### src/rtl/fsm_rd_0.sv
// fsm_rd_0: AXI4 read-side slave FSM for the offload engine.
// Serves read bursts from the varint output FIFO (0x00), the raw-data output
// FIFO (0xF0) or a non-destructive status word (0x80); any other address
// returns SLVERR beats. Each beat re-reads the same address.
// Optional feature macro: FSM_RD_TIMEOUT_EN. It bounds the wait for an empty
// FIFO to TIMEOUT_CYCLES cycles per beat and answers with SLVERR on expiry.
//
// state    | meaning
// INIT     | clear captured request and read data, then open the address channel
// AR_READY | arready high, waiting for a read request
// R_WAIT   | fetch the word for the current beat (FIFO pop / status / error)
// R_VALID  | rvalid high, payload held until rready
module fsm_rd_0 #(
    parameter int TIMEOUT_CYCLES = 1024
) (
    input  logic        clk,
    input  logic        reset,

    input  logic [3:0]  axs_s0_arid,
    input  logic [31:0] axs_s0_araddr,
    input  logic [7:0]  axs_s0_arlen,
    input  logic [2:0]  axs_s0_arsize,
    input  logic [1:0]  axs_s0_arburst,
    input  logic        axs_s0_arvalid,
    output logic        axs_s0_arready,

    output logic [3:0]  axs_s0_rid,
    output logic [31:0] axs_s0_rdata,
    output logic [1:0]  axs_s0_rresp,
    output logic        axs_s0_rlast,
    output logic        axs_s0_rvalid,
    input  logic        axs_s0_rready,

    input  logic        varint_out_fifo_empty,
    input  logic [31:0] varint_out_fifo_data,
    output logic        varint_out_fifo_pop,

    input  logic        raw_data_out_fifo_empty,
    input  logic [31:0] raw_data_out_fifo_data,
    output logic        raw_data_out_fifo_pop
);

    localparam logic [7:0] ADDR_VARINT = 8'h00;
    localparam logic [7:0] ADDR_RAW    = 8'hF0;
    localparam logic [7:0] ADDR_STATUS = 8'h80;
    localparam logic [1:0] RESP_OKAY   = 2'b00;
    localparam logic [1:0] RESP_SLVERR = 2'b10;

    generate
        if (TIMEOUT_CYCLES < 1 || TIMEOUT_CYCLES > 65535) begin : g_bad_timeout
            $error("fsm_rd_0: TIMEOUT_CYCLES must be within 1..65535");
        end
    endgenerate

    typedef enum logic [3:0] {
        INIT     = 4'b0001,
        AR_READY = 4'b0010,
        R_WAIT   = 4'b0100,
        R_VALID  = 4'b1000
    } state_t;

    state_t      state;
    logic [3:0]  id_q;
    logic [7:0]  addr_q;
    logic [7:0]  len_q;
    logic [7:0]  beat_q;
    logic [2:0]  size_q;
    logic [1:0]  burst_q;

`ifdef FSM_RD_TIMEOUT_EN
    localparam logic [15:0] WAIT_LAST = 16'(TIMEOUT_CYCLES - 1);
    logic [15:0] wait_cnt;
`endif

    logic        sel_varint;
    logic        sel_raw;
    logic        sel_status;
    logic        sel_empty;
    logic [31:0] sel_data;
    logic        unused_bits;

    // Size/burst and the upper address bits carry no meaning for this slave.
    assign unused_bits = ^{size_q, burst_q, axs_s0_araddr[31:8]};

    // Target decode of the captured address.
    always_comb begin
        sel_varint = (addr_q == ADDR_VARINT);
        sel_raw    = (addr_q == ADDR_RAW);
        sel_status = (addr_q == ADDR_STATUS);
        sel_empty  = sel_varint ? varint_out_fifo_empty : raw_data_out_fifo_empty;
        sel_data   = sel_varint ? varint_out_fifo_data  : raw_data_out_fifo_data;
    end

    // Pops follow the FIFO's empty flag within the same cycle, so a word that
    // appears while waiting is consumed immediately; one R_WAIT visit is at
    // most one cycle long once data is there, which bounds pops to one per beat.
    assign varint_out_fifo_pop   = !reset && (state == R_WAIT) && sel_varint && !varint_out_fifo_empty;
    assign raw_data_out_fifo_pop = !reset && (state == R_WAIT) && sel_raw    && !raw_data_out_fifo_empty;

    assign axs_s0_rid = id_q;

    // Read FSM with registered channel outputs.
    always_ff @(posedge clk) begin
        if (reset) begin
            state          <= INIT;
            axs_s0_arready <= 1'b0;
            axs_s0_rvalid  <= 1'b0;
            axs_s0_rlast   <= 1'b0;
            axs_s0_rdata   <= 32'h0;
            axs_s0_rresp   <= RESP_OKAY;
            id_q           <= 4'h0;
            addr_q         <= 8'h0;
            len_q          <= 8'h0;
            beat_q         <= 8'h0;
            size_q         <= 3'h0;
            burst_q        <= 2'h0;
`ifdef FSM_RD_TIMEOUT_EN
            wait_cnt       <= 16'h0;
`endif
        end else begin
            case (state)
                INIT: begin
                    id_q           <= 4'h0;
                    addr_q         <= 8'h0;
                    len_q          <= 8'h0;
                    beat_q         <= 8'h0;
                    axs_s0_rdata   <= 32'h0;
                    axs_s0_rresp   <= RESP_OKAY;
                    axs_s0_rlast   <= 1'b0;
                    axs_s0_rvalid  <= 1'b0;
                    axs_s0_arready <= 1'b1;
                    state          <= AR_READY;
                end
                AR_READY: begin
                    if (axs_s0_arvalid) begin
                        id_q           <= axs_s0_arid;
                        addr_q         <= axs_s0_araddr[7:0];
                        len_q          <= axs_s0_arlen;
                        size_q         <= axs_s0_arsize;
                        burst_q        <= axs_s0_arburst;
                        beat_q         <= 8'h0;
                        axs_s0_arready <= 1'b0;
`ifdef FSM_RD_TIMEOUT_EN
                        wait_cnt       <= 16'h0;
`endif
                        state          <= R_WAIT;
                    end
                end
                R_WAIT: begin
                    if (sel_varint || sel_raw) begin
                        if (!sel_empty) begin
                            axs_s0_rdata  <= sel_data;
                            axs_s0_rresp  <= RESP_OKAY;
                            axs_s0_rlast  <= (beat_q == len_q);
                            axs_s0_rvalid <= 1'b1;
                            state         <= R_VALID;
                        end
`ifdef FSM_RD_TIMEOUT_EN
                        else if (wait_cnt == WAIT_LAST) begin
                            axs_s0_rdata  <= 32'h0;
                            axs_s0_rresp  <= RESP_SLVERR;
                            axs_s0_rlast  <= (beat_q == len_q);
                            axs_s0_rvalid <= 1'b1;
                            state         <= R_VALID;
                        end else begin
                            wait_cnt <= wait_cnt + 16'h1;
                        end
`endif
                    end else if (sel_status) begin
                        axs_s0_rdata  <= {30'h0, raw_data_out_fifo_empty, varint_out_fifo_empty};
                        axs_s0_rresp  <= RESP_OKAY;
                        axs_s0_rlast  <= (beat_q == len_q);
                        axs_s0_rvalid <= 1'b1;
                        state         <= R_VALID;
                    end else begin
                        axs_s0_rdata  <= 32'h0;
                        axs_s0_rresp  <= RESP_SLVERR;
                        axs_s0_rlast  <= (beat_q == len_q);
                        axs_s0_rvalid <= 1'b1;
                        state         <= R_VALID;
                    end
                end
                R_VALID: begin
                    if (axs_s0_rready) begin
                        axs_s0_rvalid <= 1'b0;
                        if (axs_s0_rlast) begin
                            axs_s0_arready <= 1'b1;
                            state          <= AR_READY;
                        end else begin
                            beat_q <= beat_q + 8'h1;
`ifdef FSM_RD_TIMEOUT_EN
                            wait_cnt <= 16'h0;
`endif
                            state  <= R_WAIT;
                        end
                    end
                end
                default: begin
                    axs_s0_arready <= 1'b0;
                    axs_s0_rvalid  <= 1'b0;
                    state          <= INIT;
                end
            endcase
        end
    end

endmodule

### config.mk
export PLATFORM = sky130hd
export DESIGN_NAME = fsm_rd_0
export DESIGN_NICKNAME = d
export VERILOG_FILES = /design/src/rtl/fsm_rd_0.sv
export SDC_FILE = /design/constraint.sdc
export NUM_CORES = 1
export LEC_CHECK = 0
export ABC_CLOCK_PERIOD_IN_PS = 1900
export CAP_MARGIN = 20
export CELL_PAD_IN_SITES_DETAIL_PLACEMENT = 1
export CELL_PAD_IN_SITES_GLOBAL_PLACEMENT = 1
export CORE_ASPECT_RATIO = 0.6
export CORE_MARGIN = 5
export CORE_UTILIZATION = 30
export DETAILED_ROUTE_END_ITERATION = 10
export GPL_TIMING_DRIVEN = 1
export MAX_ROUTING_LAYER = met4
export PLACE_DENSITY = 0.84
export SYNTH_ARGS = -nofsm -noshare
export SYNTH_HDL_FRONTEND = slang
export SYNTH_SLANG_ARGS = --single-unit
### constraint.sdc
create_clock -name clk -period 1.9 [get_ports clk]
set_input_delay 0.38 -clock clk [delete_from_list [all_inputs] [get_ports clk]]
set_output_delay 0.38 -clock clk [all_outputs]
set_load 0.02 [all_outputs]
==> metrics.md, run 1 <==
| Metric | Value |
|---|---|
| Max-capacitance violation count | `0` |
| Top-area cell type share of the netlist area | `a little under two fifths` |
| Vias | `4522` |
| Clock skew | `0.01119 ns` |
| Largest family of logic cells by synthesized area | `simple AND/OR/NAND/NOR gates` |
| Clock slew at reported path FFs | `0.07 ns` |
| Starting density of the core | `a little under a third` |
| Most used DFF post-synth | `dfxtp_1` |
| XOR/XNOR share of the synthesized area | `2.628%` |
| RSZ-0062 raised after global routing | `yes` |
| Crit-path slowest cell | `o21ai_0` |
| Post-synthesis sequential area ratio | `between 30% and 40%` |
| Final Util | `a little over half` |
| Fin Hold WS | `between 0.4 and 0.5 ns` |
| Critical path fanouts, max | `32` |
| Mapped Nets | `563` |
| Width of the die | `152.7 um` |
| Layout cell share with drive strength beyond 1 | `23.45%` |
| Largest net degree at the start of global routing | `38` |
| Mapped Area | `3666 um^2` |
| Yosys warning total | `0` |
| Initial antenna violation count | `0` |
| VDD IR max | `449.9 uV` |
| Fin area | `6543 um^2` |
| Required time of the worst setup path | `2.09 ns` |
| Status | `finished, violations left` |
| CP arrival | `2.45 ns` |
| Core Rows | `31` |
| Die Ht | `95.63 um` |
| Fin nets | `747` |
| Clock Latency Late Sink | `0.35 ns` |
| Synth cell types | `49` |
| Slew Limit Headroom | `approximately 60%` |
| Compound-gate portion of the synthesized area | `20.17%` |
| Hpwl dp | `9680 um` |
| Iteration-0 DRC count of the detailed router | `approximately 320` |
| Num ports | `162` |
| CTS root buffer | `clkbuf_16` |
| Post-synth ARST share | `0%` |
| Routability-driven placement congestion ratio | `0.7938` |
| Area leader, netlist | `dfxtp_1` |
| Final setup margin | `-0.3645 ns` |
| Slew Limit Fails | `0` |
| # fillers | `approximately 1300` |
| Cell with the most instances after synthesis | `dfxtp_1` |
| Avg WL per Cell | `between 20 and 25 um` |
| Design Power | `~5.8 mW` |
| Failing checks | `negative setup slack` |
| Crit. End Element | `flip-flop` |
| Synth Area in Adders | `less than 1%` |
| Yosys reg bits | `68` |
| N_diodes | `0` |
| Final worst-path cycle share | `119.2%` |
| CTS tree | `built` |
| Core Footprint | `12020 um^2` |
| Cell repeated most along the worst path | `buf_4` |
| Clock sinks | `68` |
| Pwr Density | `886.4 nW/um^2` |
| Final Hold Fails | `0` |
| Antenna Nets Post-Route | `0` |
| DRT Pass-1 Iters | `5` |
| Tmin final | `2.264 ns` |
| Die area | `14600 um^2` |
| Largest cells by area after synthesis | `dfxtp_1, mux2i_1, a21boi_0` |
| Commonest cells post-synth | `dfxtp_1, nand2_1, o21ai_0, mux2i_1, and3_1` |
| Clk buf depth | `2` |
| Maximum clock rate | `0.4416 GHz` |
| I/O Buffers | `roughly 130` |
| Largest stage delay, worst path | `0.49 ns` |
| Synth Instances | `approximately 440` |
| Post-synth EDFFs | `0` |
| WS Path Type | `flip-flop to flip-flop` |
| H-tree depth | `3` |
| Vias in the first global route | `4569` |
| Setup violations, final | `between 40 and 50` |
| Min-delay worst type | `flip-flop to flip-flop` |
| Avg Inst Size Synth | `8.275 um^2` |
| First-pass GRT wire length | `roughly 26000 um` |
| GRT Residual Overflow | `0` |
| Layout area overhead | `78.46%` |
| Num CTS Buffers | `9` |
| Final WL | `19610 um` |
| Post-Synth Simple-Gate Area | `24.33%` |
| Slew of the pin with the lowest slew margin | `0.5903 ns` |
| Static leakage | `roughly 2.6 nW` |
| Avg Vias per Cell | `5.681` |
| Cell Area, Placed | `5396 um^2` |
| GR Util All Layers | `23.43%` |
| CP Launch Type | `flip-flop` |
| Remaining DRCs | `0` |
| Cell chain of the critical path | `nor4_4, buf_4, buf_4, buf_4, bufbuf_16, and3_1, o21ai_0, mux2i_2` |
| Portion of netlist area occupied by mux cells | `9.898%` |
-- power by group --
group          total [mW]  switching, mW  internal, mW
Clock                2.12          0.707          1.41
Sequential           1.51         0.0446          1.47
Combinational        2.17           1.04          1.12
-- logic make-up after synthesis --
group | after synthesis
AOI/OAI and AO/OA | 119
DFF | 68
muxes | 36
buffers and inverters | 43
other | 1
and+or+nand+nor | 164
xor gates and xnor gates | 11
adders and majority gates | 1
-- routing by layer --
layer	track usage (%)	vias to the layer above	wire length [um]
met5	-	-	0
met4	9.563	0	1004
met3	5.442	79	1241
met2	37.90	220	9281
met1	28.62	2262	8083
li1	-	1961	-
-- registers in the layout (all words and copies together) (netlist names) --
signal and count:
len_q 8, axs_s0_arready 1, addr_q 8, axs_s0_rvalid 1, beat_q 8, axs_s0_rid 4, axs_s0_rdata 32, axs_s0_rresp 1
axs_s0_rlast 1, state 4
-- critical path, delay by kind of cell, from the launching register on --
family / cells / cell delay, ns
AOI/OAI and AO/OA: 1 / 0.49
buffers and inverters: 4 / 0.74
DFF: 1 / 0.41
muxes: 1 / 0.19
and+or+nand+nor: 2 / 0.25
-- path summary, 6_finish.rpt --
check	from	slack [ns]	end	depth (start not counted)
worst max register to register	addr_q[2]	-0.36	axs_s0_rdata[12]	8
worst min register to register	axs_s0_rid[3]	0.46	axs_s0_rid[3]	2
worst min-delay path	axs_s0_rid[3]	0.46	axs_s0_rid[3]	2
worst max-delay path	addr_q[2]	-0.36	axs_s0_rdata[12]	8
-- cell usage in the layout (no fill, tap or decap), types with 5 or more instances in the layout --
cell             instances
buf_12                   7
clkdlybuf4s50_1        127
a21boi_0                30
o21ai_0                 26
mux2i_2                  6
mux2i_1                 26
clkbuf_16               11
nor2b_1                  6
dfxtp_1                 63
and3_1                  32
buf_6                    9
o21ai_1                 14
nand2_1                 57
nand3_1                 29
xor2_1                  10
buf_8                    5
buf_4                   52
a21oi_1                 25
-- cell type report --
type	instances	area [um^2]	share of cell area (%)
multi-input cells	333	2345	35.84
repair buffers	211	2243	34.29
flip-flops and latches	68	1370	20.94
clock buffers	9	225.2	3.442
well taps	165	206.4	3.155
clock inverters	6	137.6	2.104
inverters	4	15.01	0.2295
-- metrics by stage --
| step | TNS [ns] | std cells | worst slack, ns |
|---|---|---|---|
| 2_1_floorplan | -0.02017 | 443 | -0.02017 |
| 3_3_place_gp | -11.42 | 741 | -0.4636 |
| 3_5_place_dp | -15.30 | 741 | -0.4804 |
| 4_1_cts | -0.7087 | 778 | -0.2122 |
| 5_1_grt | -6.261 | 796 | -0.4050 |
| 6_report | -3.490 | 796 | -0.3645 |
-- what timing repair did --
item | in CTS | in global routing
resized for setup | 31 | 69
setup buffers | 16 | 14
endpoints found under the setup margin | 44 | 48
cloned | 6 | 4
pin swaps | 5 | 17
hold buffers | 0 | 0
Power figures use the tool's default switching activity.
==> run 2: changes to the inputs <==
--- a/config.mk
+++ b/config.mk
@@ -6,10 +6,9 @@
 export NUM_CORES = 1
 export LEC_CHECK = 0
 export ABC_CLOCK_PERIOD_IN_PS = 1900
-export CAP_MARGIN = 20
+export CAP_MARGIN = 10
 export CELL_PAD_IN_SITES_DETAIL_PLACEMENT = 1
 export CELL_PAD_IN_SITES_GLOBAL_PLACEMENT = 1
-export CORE_ASPECT_RATIO = 0.6
 export CORE_MARGIN = 5
 export CORE_UTILIZATION = 30
 export DETAILED_ROUTE_END_ITERATION = 10
==> metrics.md, run 2 (synthesis gave the netlist of run 1 again) <==
| Metric | Value |
|---|---|
| Layout area overhead | `67.47%` |
| Remaining DRCs | `0` |
| Clock Latency Late Sink | `0.33 ns` |
| DRT met1 WL | `between 6000 and 7000 um` |
| Commonest non-fill, non-tap cell in the layout | `clkdlybuf4s50_1` |
| Vias | `4073` |
| GR Util All Layers | `between 20% and 30%` |
| CP arrival | `1.72 ns` |
| Critical path fanouts, max | `5` |
| Cells after DPL | `720` |
| Final worst-path cycle share | `110.7%` |
| Maximum clock rate | `0.4756 GHz` |
| Status | `finished, violations left` |
| Switching share of power | `30.40%` |
| Max reg flops | `32` |
| Initial antenna violation count | `0` |
| Avg WL per Cell | `19.79 um` |
| Starting density of the core | `30.52%` |
| Failing checks | `negative setup slack` |
| Int Pwr | `3.537 mW` |
| Crit. End Element | `output port` |
| Max-capacitance violation count | `0` |
| CP Launch Type | `flip-flop` |
| Required time of the worst setup path | `1.52 ns` |
| H-tree depth | `3` |
| Core Rows | `40` |
| Setup violations, final | `6` |
| # fillers | `about 1400` |
| Largest net degree at the start of global routing | `38` |
| Fin nets | `~730` |
| Top reg by flops | `axs_s0_rdata` |
| Slew Limit Headroom | `66.99%` |
| Die Ht | `about 120 um` |
| Final Hold Fails | `0` |
| I/O Buffers | `~130` |
| N_diodes | `0` |
| Hpwl dp | `about 9400 um` |
| Clock slew at reported path FFs | `0.06 ns` |
| Core Footprint | `12010 um^2` |
| GRT Residual Overflow | `0` |
| Clk buf depth | `2` |
| Tmin final | `2.103 ns` |
| Antenna Nets Post-Route | `0` |
| Num CTS Buffers | `9` |
| Fin area | `6140 um^2` |
| Commonest cells after routing, fill and taps aside | `clkdlybuf4s50_1, dfxtp_1, nand2_1, buf_4` |
| Final setup margin | `-0.2026 ns` |
| Comb power frac | `37.7%` |
| Cell Area, Placed | `5364 um^2` |
| Layout cell share with drive strength beyond 1 | `between 10% and 20%` |
| Net switching power | `between 1.5 and 2 mW` |
| CTS root buffer | `clkbuf_16` |
| Iteration-0 DRC count of the detailed router | `between 150 and 200` |
| Pwr Density | `827.8 nW/um^2` |
| Clock sinks | `68` |
| Flop pwr share | `between 20% and 30%` |
| Clock skew | `0.005916 ns` |
| Design Power | `5.083 mW` |
| RSZ-0062 raised after global routing | `yes` |
| First-pass GRT wire length | `around 23000 um` |
| Met2 routed WL | `8046 um` |
| Num ports | `162` |
| Routed length on met3 | `530 um` |
| Avg Vias per Cell | `around 5.3` |
| Hold Buf Count CTS | `0` |
| CTS tree | `built` |
| DRT Pass-1 Iters | `4` |
| VDD IR max | `about 460 uV` |
| Static leakage | `2.424 nW` |
| Vias in the first global route | `between 4000 and 5000` |
| Final Util | `51.11%` |
| Finished Layout Cells | `764` |
| Final WL | `15120 um` |
| WS Path Type | `flip-flop to output port` |
| Slew Limit Fails | `0` |
| Min-delay worst type | `flip-flop to flip-flop` |
| Routability-driven placement congestion ratio | `about 0.8` |
| Max Used Layer | `met4` |
| Slew of the pin with the lowest slew margin | `~0.5 ns` |
| Die area | `14530 um^2` |
| Clock power share | `32.6%` |
| Width of the die | `120.5 um` |
-- run 2: path summary, 6_finish.rpt --
path | start | end | slack (ns) | cells past startpoint
worst max-delay path | addr_q[4] | varint_out_fifo_pop | -0.20 | 5
worst min-delay path | axs_s0_rid[0] | axs_s0_rid[0] | 0.45 | 2
worst max register to register | addr_q[5] | axs_s0_rresp[1] | -0.09 | 9
worst min register to register | axs_s0_rid[0] | axs_s0_rid[0] | 0.45 | 2
-- run 2: power by group through the flow --
stage | clock network, mW | logic [mW] | registers (mW)
floorplan | 0 | 0.805 | 1.55
global placement | 0 | 1.32 | 1.53
detailed placement | 0 | 1.37 | 1.54
CTS | 1.66 | 1.79 | 1.51
global route | 1.75 | 2.04 | 1.52
finish | 1.66 | 1.91 | 1.51
-- run 2: final cells by class --
cell class                      count  area [um^2]  share of cell area (%)
Clock inverter                      2        35.03                  0.5706
Multi-Input combinational cell    332         2253                   36.70
Inverter                            4        15.01                  0.2445
Tap cell                          147        183.9                   2.996
Sequential cell                    68         1371                   22.34
Timing Repair Buffer              198         2031                   33.08
Clock buffer                       13        250.2                   4.076
-- run 2: what timing repair did --
| action | in CTS | in global routing |
|---|---|---|
| setup endpoints to repair | 47 | 45 |
| pin swaps | 6 | 12 |
| gates resized for setup | 33 | 36 |
| buffers inserted | 14 | 11 |
| cloned | 6 | 2 |
-- run 2: per-stage QoR --
stage,setup TNS [ns],setup slack [ns],hold WS [ns]
floorplan,-0.02017,-0.02017,0.4434
global placement,-12.28,-0.4495,0.4389
detailed placement,-17.00,-0.4845,0.4466
CTS,-0.5985,-0.2865,0.4534
global route,-1.965,-0.2683,0.4800
finish,-0.5531,-0.2026,0.4515
-- run 2: per-layer routing --
metal  up-vias  GRT usage, %
met5         -             -
met4         0         7.649
met3        32         4.210
met2       110         36.26
met1      1999         22.88
li1       1932             -
-- run 2: critical path, stage by stage, from the launching register on --
cell and delay, ns:
dfxtp_4 0.36, nor4_4 0.31, buf_4 0.18, nand2_4 0.05, nor4_4 0.29, buf_4 0.19
==> run 3: changes to the inputs <==
--- a/config.mk
+++ b/config.mk
@@ -5,7 +5,6 @@
 export SDC_FILE = /design/constraint.sdc
 export NUM_CORES = 1
 export LEC_CHECK = 0
-export ABC_CLOCK_PERIOD_IN_PS = 1900
 export CAP_MARGIN = 10
 export CELL_PAD_IN_SITES_DETAIL_PLACEMENT = 1
 export CELL_PAD_IN_SITES_GLOBAL_PLACEMENT = 1
@@ -18,3 +17,4 @@
 export SYNTH_ARGS = -nofsm -noshare
 export SYNTH_HDL_FRONTEND = slang
 export SYNTH_SLANG_ARGS = --single-unit
+export TNS_END_PERCENT = 1
==> metrics.md, run 3 (synthesis gave the netlist of run 1 again) <==
| Metric | Value |
|---|---|
| Status | `finished, violations left` |
| Failing checks | `negative setup slack` |
| RSZ-0062 raised after global routing | `yes` |
| GR Util All Layers | `17.67%` |
| First-pass GRT wire length | `20200 um` |
| Num CTS Buffers | `9` |
| Multi-input gate area in the final layout | `2192 um^2` |
| Die Ht | `120.5 um` |
| Maximum clock rate | `about 0.48 GHz` |
| Hold Buf Count CTS | `0` |
| Clock sinks | `68` |
| Buffer and inverter count on the worst path | `1` |
| Avg WL per Cell | `17.38 um` |
| Top reg by flops | `axs_s0_rdata` |
| Slew Limit Headroom | `66.56%` |
| Finished Layout Cells | `735` |
| Largest net degree at the start of global routing | `65` |
| Remaining DRCs | `0` |
| Critical path fanouts, max | `2` |
| H-tree depth | `3` |
| Setup_tns | `-2.017 ns` |
| Final setup margin | `-0.1972 ns` |
| Fin Hold WS | `0.4526 ns` |
| Iteration-0 DRC count of the detailed router | `93` |
| Required time of the worst setup path | `1.52 ns` |
| Hpwl dp | `around 9400 um` |
| Core Rows | `40` |
| CTS root buffer | `clkbuf_16` |
| Clk buf depth | `2` |
| Pwr Density | `798.6 nW/um^2` |
| Crit. End Element | `output port` |
| Max-capacitance violation count | `0` |
| Commonest cells after routing, fill and taps aside | `clkdlybuf4s50_1, dfxtp_1, nand2_1, o21ai_0, mux2i_1` |
| Min-delay worst type | `flip-flop to flip-flop` |
| Postcts setup bufs | `0` |
| Max reg flops | `32` |
| Vias | `3835` |
| Antenna Nets Post-Route | `0` |
| Layout area overhead | `56.25%` |
| Final WL | `12770 um` |
| Width of the die | `120.5 um` |
| I/O Buffers | `about 130` |
| Vias in the first global route | `between 4000 and 5000` |
| Final worst-path cycle share | `110.4%` |
| Avg Vias per Cell | `5.218` |
| # fillers | `around 1400` |
| CP arrival | `1.72 ns` |
| Static leakage | `2.220 nW` |
| Slew of the pin with the lowest slew margin | `0.4977 ns` |
| Commonest non-fill, non-tap cell in the layout | `clkdlybuf4s50_1` |
| Largest stage delay, worst path | `0.57 ns` |
| Crit-path slowest cell | `or4b_4` |
| Tmin final | `2.097 ns` |
| Fin nets | `~700` |
| GRT Residual Overflow | `0` |
| CP delay by family, top | `simple AND/OR/NAND/NOR gates` |
| Seq. cell area | `~1400 um^2` |
| N_diodes | `0` |
| DP Worst Slack | `-0.4845 ns` |
| CTS tree | `built` |
| Setup violations, final | `37` |
| Cell chain of the critical path | `or4b_4, nor2_4, and4b_2, buf_4` |
| Slew Limit Fails | `0` |
| CP Launch Type | `flip-flop` |
| Starting density of the core | `roughly 31%` |
| Die area | `14530 um^2` |
| Initial antenna violation count | `0` |
| DRT Pass-1 Iters | `4` |
| Clock skew | `between 0.006 and 0.007 ns` |
| Routability-driven placement congestion ratio | `0.8122` |
| VDD IR max | `406.0 uV` |
| Core Footprint | `12010 um^2` |
| Clock slew at reported path FFs | `0.05 ns` |
| Num ports | `162` |
| Clock Latency Late Sink | `0.33 ns` |
| WS Path Type | `flip-flop to output port` |
| Layout cell share with drive strength beyond 1 | `between 10% and 20%` |
| Final Hold Fails | `0` |
| Cells after DPL | `between 700 and 800` |
## run 3: worst min-delay path, stage by stage (launching register included)
cell and delay (ns):
dfxtp_1 0.31, nand2_1 0.05, a21oi_1 0.05
## run 3: area by class of cell
| class | count | share of cell area [%] |
|---|---|---|
| clock buffers | 13 | 4.369 |
| clock inverters | 2 | 0.6116 |
| repair buffers | 169 | 29.45 |
| well taps | 147 | 3.211 |
| multi-input cells | 332 | 38.27 |
| inverters | 4 | 0.2621 |
| flip-flops and latches | 68 | 23.83 |
## run 3: final timing paths
kind                 start               endpoint  slack [ns]  cells after the start
max reg2reg       state[0]              beat_q[1]       -0.10                      6
max               state[3]  raw_data_out_fifo_pop       -0.20                      4
min reg2reg  axs_s0_rid[0]          axs_s0_rid[0]        0.45                      2
min          axs_s0_rid[0]          axs_s0_rid[0]        0.45                      2
## run 3: repair_timing
action                                  CTS  global route
gates resized for setup                  27             5
endpoints found under the setup margin   47            44
pin swaps                                 4             4
cloned                                    0             0
## run 3: power by group
part           internal (mW)  switching (mW)
clock                   1.04           0.587
combinational          0.710           0.726
sequential              1.47          0.0390
## run 3: layer usage
layer  wire [um]  global-route usage (%)  vias to the layer above
li1            -                       -                     1870
met1        5322                   19.89                     1873
met2        6776                   31.30                       74
met3         396                   3.742                       18
met4         277                   5.666                        0
met5           0                       -                        -
## run 3: stage by stage
stage	utilization [%]	total power, mW	area (um^2)
CTS	47.55	4.597	5712
floorplan	-	2.355	3692
global placement	44.66	2.850	5364
finish	47.69	4.575	5728
global route	47.69	4.804	5728
detailed placement	44.66	2.912	5364
